<file path="src/rtl/l2_request_queue.sv">
// l2_request_queue
// FIFO between the core's L2 request bus (pci_*) and the L2 cache pipeline.
// Requests are accepted with a combinational ack, stored in order, and
// presented show-ahead on a valid/ready interface. A free-running counter
// tallies accepted requests for performance monitoring.
module l2_request_queue #(
  parameter int QUEUE_DEPTH = 4,
  parameter int PTR_WIDTH   = 2
) (
  input  logic                 clk,
  input  logic                 reset,
  input  logic                 pci_valid_i,
  output logic                 pci_ack_o,
  input  logic [1:0]           pci_unit_i,
  input  logic [1:0]           pci_strand_i,
  input  logic [2:0]           pci_op_i,
  input  logic [1:0]           pci_way_i,
  input  logic [25:0]          pci_address_i,
  input  logic [511:0]         pci_data_i,
  input  logic [63:0]          pci_mask_i,
  output logic                 rq_valid_o,
  input  logic                 rq_ready_i,
  output logic [1:0]           rq_unit_o,
  output logic [1:0]           rq_strand_o,
  output logic [2:0]           rq_op_o,
  output logic [1:0]           rq_way_o,
  output logic [25:0]          rq_address_o,
  output logic [511:0]         rq_data_o,
  output logic [63:0]          rq_mask_o,
  output logic [PTR_WIDTH:0]   rq_count_o,
  output logic                 rq_full_o,
  output logic [31:0]          perf_accepted_o
);

  typedef struct packed {
    logic [1:0]   unit;
    logic [1:0]   strand;
    logic [2:0]   op;
    logic [1:0]   way;
    logic [25:0]  address;
    logic [511:0] data;
    logic [63:0]  mask;
  } entry_t;

  localparam logic [PTR_WIDTH:0] FULL_COUNT = QUEUE_DEPTH[PTR_WIDTH:0];

  entry_t               entry_mem [QUEUE_DEPTH];
  entry_t               head_entry;
  logic [PTR_WIDTH-1:0] wr_ptr_reg;
  logic [PTR_WIDTH-1:0] rd_ptr_reg;
  logic [PTR_WIDTH:0]   count_reg;
  logic [31:0]          perf_accepted_reg;
  logic                 push;
  logic                 pop;

  // Ack depends only on registered occupancy, never on rq_ready_i, so a
  // pop in the same cycle cannot free a slot for an incoming request.
  assign rq_full_o  = (count_reg == FULL_COUNT);
  assign rq_valid_o = (count_reg != '0);
  assign push       = pci_valid_i & ~rq_full_o & ~reset;
  assign pop        = rq_valid_o & rq_ready_i;
  assign pci_ack_o  = push;

  assign rq_count_o      = count_reg;
  assign perf_accepted_o = perf_accepted_reg;

  // Show-ahead head: outputs read storage directly at the read pointer.
  assign head_entry   = entry_mem[rd_ptr_reg];
  assign rq_unit_o    = head_entry.unit;
  assign rq_strand_o  = head_entry.strand;
  assign rq_op_o      = head_entry.op;
  assign rq_way_o     = head_entry.way;
  assign rq_address_o = head_entry.address;
  assign rq_data_o    = head_entry.data;
  assign rq_mask_o    = head_entry.mask;

  // Entry storage: written at the write pointer on every accepted request; never cleared.
  always_ff @(posedge clk) begin
    if (push) begin
      entry_mem[wr_ptr_reg] <= '{
        unit:    pci_unit_i,
        strand:  pci_strand_i,
        op:      pci_op_i,
        way:     pci_way_i,
        address: pci_address_i,
        data:    pci_data_i,
        mask:    pci_mask_i
      };
    end
  end

  // Pointers and occupancy; push and pop together leave occupancy unchanged.
  always_ff @(posedge clk) begin
    if (reset) begin
      wr_ptr_reg <= '0;
      rd_ptr_reg <= '0;
      count_reg  <= '0;
    end else begin
      if (push) wr_ptr_reg <= wr_ptr_reg + 1'b1;
      if (pop)  rd_ptr_reg <= rd_ptr_reg + 1'b1;
      if (push && !pop) begin
        count_reg <= count_reg + 1'b1;
      end else if (pop && !push) begin
        count_reg <= count_reg - 1'b1;
      end
    end
  end

  // Accepted-request counter, wraps naturally at 32 bits.
  always_ff @(posedge clk) begin
    if (reset) begin
      perf_accepted_reg <= '0;
    end else if (push) begin
      perf_accepted_reg <= perf_accepted_reg + 32'd1;
    end
  end

endmodule

</file>
<file path="config.mk">
export PLATFORM = sky130hd
export DESIGN_NAME = l2_request_queue
export DESIGN_NICKNAME = d
export VERILOG_FILES = /design/src/rtl/l2_request_queue.sv
export SDC_FILE = /design/constraint.sdc
export NUM_CORES = 2
export LEC_CHECK = 0
export CAP_MARGIN = 20
export CORE_AREA = 2 2 486 488
export CTS_BUF_LIST = sky130_fd_sc_hd__clkbuf_16
export CTS_CLUSTER_DIAMETER = 120
export DETAILED_ROUTE_END_ITERATION = 12
export DIE_AREA = 0 0 488 490
export PLACE_DENSITY_LB_ADDON = 0.12
export SETUP_SLACK_MARGIN = 0.15
export SLEW_MARGIN = 20
export SYNTH_ARGS = -nofsm -noshare
export SYNTH_HDL_FRONTEND = slang
export SYNTH_SLANG_ARGS = --single-unit
export TNS_END_PERCENT = 5
</file>
<file path="constraint.sdc">
create_clock -name clk -period 47 [get_ports clk]
set_clock_uncertainty 0.05 [all_clocks]
set_input_delay 9.4 -clock clk [delete_from_list [all_inputs] [get_ports clk]]
set_output_delay 9.4 -clock clk [all_outputs]
set_load 0.05 [all_outputs]
</file>
---- After elaboration in Yosys (flattened, before gate mapping) ----
Memories as Yosys holds them, arrays and structs flattened. A register that Yosys moved wholly into a read port is not among the register bits.
Index checks and enable logic that the tools add are counted.
cells by class
  equal/unequal tests ..................... 1
  reductions and logical operators ........ 6
  $add $sub $neg .......................... 5
  muxes and demuxes ....................... 6
  bitwise gates (word level) .............. 5
operators by type and width
  operator                                                            number
  32-bit by 1-bit adder with 32-bit output, second input constant     1
  3-bit two-way mux                                                   2
  2-bit by 1-bit adder with 2-bit output, second input constant       2
  2-bit two-way mux                                                   2
  3-bit by 1-bit adder with 3-bit output, second input constant       1
  1-bit AND                                                           3
  3-bit == test, second input constant                                1
  3-bit nonzero test                                                  1
  3-bit by 1-bit subtractor with 3-bit output, second input constant  1
  1-bit logical AND                                                   2
  1-bit zero test                                                     2
  1-bit two-way mux                                                   2
  1-bit inverter                                                      2
  2-bit nonzero test                                                  1
storage, ports and cells
  RAM bits ................................ 2444
  output and inout bits ................... 649
  memories kept ........................... 1
  input port bits ......................... 615
  bits in registers ....................... 39
  logic and storage cells ................. 28
memories
  memory     words  bits a word  read ports  clocked after memory_dff  write ports  line  RTL
  entry_mem  4      611          1           1                         1            47    entry_t entry_mem [QUEUE_DEPTH];

---- Depth between registers and ports, before layout ----
  depth after elaboration ................. 8
  depth in mapped cells ................... 10
  mapped depth without buffers ............ 9

---- Worst setup path before layout ----
Ideal clock, no wire load.
  path type ............................... input port to flip-flop
  from .................................... input pci_valid_i
  to ...................................... memory entry_mem[0][0] (netlist name) (enable)
  cell stages on the path ................. 4
  buffers on the path ..................... 1
  arrival time ............................ 24402 ps
  setup time .............................. 1057 ps
  setup slack ............................. 21490 ps
  required time ........................... 45893 ps
  cells stage by stage .................... clkbuf_1 > nand2_1 > nor2_1 > and2_1
on the way
  cells in the longest elaborated chain, start to end .. 4
RTL lines
  what                                     line  RTL
  from (decl)                              12    input logic pci_valid_i,
  1-bit AND (2 in a row)                   60    assign push = pci_valid_i & ~rq_full_o & ~reset;
  net pci_ack_o                            13    output logic pci_ack_o,
  1-bit two-way mux                        79    if (push) begin
  1-bit two-way mux (implied by the code)  80    entry_mem[wr_ptr_reg] <= '{
  to (decl)                                47
The timed path passes the listed nets, and every way through them passes these cells.

---- Worst setup path after layout ----
  from .................................... input pci_valid_i
  to ...................................... output pci_ack_o
on the way
  cells in the longest elaborated chain, start to end .. 2
RTL lines
  what                    line
  1-bit AND (2 in a row)  60
  to (decl)               13
Every way passes these cells.

==> impl_metrics.py <==
metrics = {
    "status": {
        "status": "finished clean",
    },
    "drt": {
        "drt_pre_antenna_iters": 5,
        "route.final.wire_length_mm": 242.9,
        "num_vias": 42450,
        "detail_route.wl_per_cell_um": 29.39,
        "vias_per_cell": 5.136,
        "iteration_0_drc_markers": 3036,
        "drc": 0,
        "postRouteAntennaNets": 0,
    },
    "sta": {
        "rsz0062_at_grt": "false",
        "tightest_slew_ns": 1.058,
        "fin_setup_tns_ns": 0,
        "slew-limit-headroom_pct": 29.48,
        "setup_viol_count_final": 0,
        "layout_worst_path_cycle_share_pct": 44.90,
        "timing.final.max_slew_violations": 0,
        "final_hold_vio_count": 0,
        "layout_setup_ws_ns": 25.90,
        "final_period_minus_worst_setup_slack_ns": 21.10,
        "clock.fmax_mhz": 47.39,
    },
    "cells_and_area": {
        "layout.cells.most_common_list": "edfxtp_1 (2444), clkdlybuf4s50_1 (1263), mux4_2 (611)",
        "drive_gt1_share_pct": 20.27,
        "syn2layout_area_growth_pct": 27.98,
        "final_cell_area_um2": 114800,
        "largest_register_ffs": 2444,
        "final_nets": 5502,
        "regMostFlops": "entry_mem",
        "leading_cell_type_in_the_layout_fill_and_taps_excluded": "edfxtp_1",
    },
    "yosys": {
        "synthCells": 3418,
        "synthesis.nets": 4040,
        "postSynthRegisterBits": 2485,
        "cell_area_after_technology_mapping_um2": 89730,
        "avgSynthCellArea_um2": 26.25,
        "yosys_warnings": 0,
        "yosysSeqAreaShare_pct": 82.70,
        "synth.top_cell.area_share_pct": 81.79,
        "synth_area_leaders": "edfxtp_1 (82%), mux4_2 (15%), dfxtp_1 (0.91%)",
        "synth_largest_area_cell": "edfxtp_1",
        "post_synth_num_cell_types": 33,
    },
    "global_routing": {
        "use_met2_pct": 32.71,
        "globalRouteMet3Util_pct": 10.10,
        "global_route.peak_usage_layer": "met2",
        "antenna_found_initial": 132,
        "grt_pass1_vias": 43820,
        "grt_start_max_net_pins": 138,
        "grt_overflow": 0,
        "gr-usage-all-layers_pct": 19.96,
        "grt_util_met1_pct": 22.59,
        "global_route_wire_length_before_repair_mm": 337.1,
    },
    "setup_path": {
        "worstSetupPathType": "input port to output pin",
        "end_kind": "output pin",
        "ff2ff_path_depth": 7,
        "worstPathBufferInverterCount": 2,
        "path_cells": "clkdlybuf4s50_1 -> nand2_1 -> nor2_1 -> clkdlybuf4s50_1",
        "critPathMaxStageDelay_ns": 0.91,
        "critPathLaunchType": "input port",
        "cell_repeated_most_along_the_worst_path": "clkdlybuf4s50_1",
        "cpLargestDelayFamily": "buffers and inverters",
        "crit_path_top_delay_cell": "clkdlybuf4s50_1",
        "cp_max_fo": 8,
        "timing.critical_path.arrival_ns": 11.65,
        "cp.required_ns": 37.55,
        "number_of_logic_stages_on_the_critical_path_including_buffering": 4,
    },
    "clock_network": {
        "post_cts_resized": 0,
        "worstSkewPairLatency_ns": 0.90,
        "tritoncts.num_buffers": 289,
        "cts_buffer_depth": 4,
        "clock-root-buffer": "clkbuf_16",
        "cts.sinks": 2485,
        "cts.hold.buffers_added": 0,
        "clk_pin_slew_ns": 0.06,
        "cts_tree": "built",
        "postCtsSetupBuffers": 0,
        "htree_num_levels": 5,
    },
    "power_and_ir_drop": {
        "cellLeakagePower_nw": 35.74,
        "p_int_mw": 4.546,
        "power_density_nw_per_um2": 59.70,
        "power.clock.fraction_pct": 29.5,
        "pwr-share-seq_pct": 38.3,
        "power.switching_fraction_pct": 33.69,
        "reported_net_switching_power_mw": 2.310,
        "vdd_drop_max_v": 0.00004133,
        "power.combinational.fraction_pct": 32.1,
    },
    "min_path": {
        "worstHoldPathCells": 2,
        "hp-class": "flip-flop to flip-flop",
    },
    "place": {
        "gp_congestion": 0.7782,
        "io_buffer_count": 1263,
        "detailedPlace.worstSlack_ns": 25.88,
        "placedInstanceArea_um2": 106300,
        "dp_hpwl_mm": 158.9,
    },
    "floorplan": {
        "y_dimension_of_the_die_um": 490,
        "floorplan_core_area_um2": 234100,
        "top_level_ports": 1264,
        "die_w_um": 488,
        "floorplan.initialDensity_pct": 38.34,
        "design.die.area_um2": 239100,
        "std_cell_rows": 178,
    },
    "job": {
        "max_cap_violations": 0,
    },
}
-- final timing paths --
check / from / endpoint / slack (ns)
worst max-delay path: pci_valid_i / pci_ack_o / 25.90
worst min-delay path: perf_accepted_o[31]$_SDFFE_PP0P_ / perf_accepted_o[31]$_SDFFE_PP0P_ / 0.43
worst max register to register: rq_count_o[0]$_SDFFE_PP0P_ / entry_mem[0][480]$_DFFE_PP_ / 41.89
worst min register to register: perf_accepted_o[31]$_SDFFE_PP0P_ / perf_accepted_o[31]$_SDFFE_PP0P_ / 0.43
-- cell usage after synthesis, drive strengths merged --
cell and instances:
fa 1, xnor2 2, a21oi 24, clkbuf 46, or4 18, nor2b 1
dfxtp 41, nand2 11, mux4 611, nor2 15, inv 9, mux2 1
nand3 12, or3b 1, buf 104, o311ai 2, and2 6, or3 6
ha 6, and4 5, edfxtp 2444, nor4 1, o31ai 17, xor2 10
nand4 15, o41ai 2, and3 1, mux2i 1, o21ai 5
-- worst reg2reg max path: stages (launching register included) --
cell	delay, ns
dfxtp_1	0.43
or3b_2	0.33
nand2_1	0.20
nor2_1	0.45
and2_4	0.63
buf_4	0.84
buf_4	0.93
buf_4	0.79
-- layout make-up --
class	instances	area, µm²
flip-flops and latches	2485	74220
well taps	3150	3941
clock buffers	294	7357
repair buffers	1321	13220
clock inverters	193	1134
fillers	18950	119200
diodes	38	95.09
inverters	9	33.78
multi-input cells	774	14840
-- power groups by stage --
stage	combinational [mW]	sequential, mW	clock, mW
after floorplan	1.43	2.77	0
after global placement	2.24	2.67	0
after detailed placement	2.24	2.68	0
after CTS	2.24	2.63	2.08
after global routing	2.30	2.64	2.17
final	2.20	2.63	2.02
-- kinds of logic (layout without fill, tap and decap cells) --
family / count (synthesis) / count (layout) / synth area share [%]
AOI/OAI and AO/OA: 50 / 50 / 0.3430
xor gates and xnor gates: 12 / 12 / 0.1171
adders and majority gates: 7 / 7 / 0.1060
buffers and inverters: 159 / 1817 / 0.7669
DFF: 2485 / 2485 / 82.70
muxes: 613 / 613 / 15.36
other: 0 / 38 / 0
and+or+nand+nor: 92 / 92 / 0.6052
-- stage by stage --
stage,power [mW],instances,hold WS (ns),util [%]
floorplan,4.196,3418,0.4192,-
global placement,4.914,7739,0.4168,45.39
detailed placement,4.915,7739,0.4245,45.39
CTS,6.958,8226,0.4325,49.02
global route,7.106,8247,0.4786,49.04
finish,6.856,8264,0.4332,49.06
-- per-layer routing --
| metal | wire length [µm] | part of all wire (%) | vias to the layer above |
|---|---|---|---|
| li1 | - | - | 17900 |
| met1 | 87660 | 36 | 22450 |
| met2 | 120100 | 49 | 1508 |
| met3 | 27700 | 11 | 518 |
| met4 | 6990 | 2.9 | 68 |
| met5 | 462 | 0.19 | - |
No activity file was read; power rests on OpenSTA's default activity.
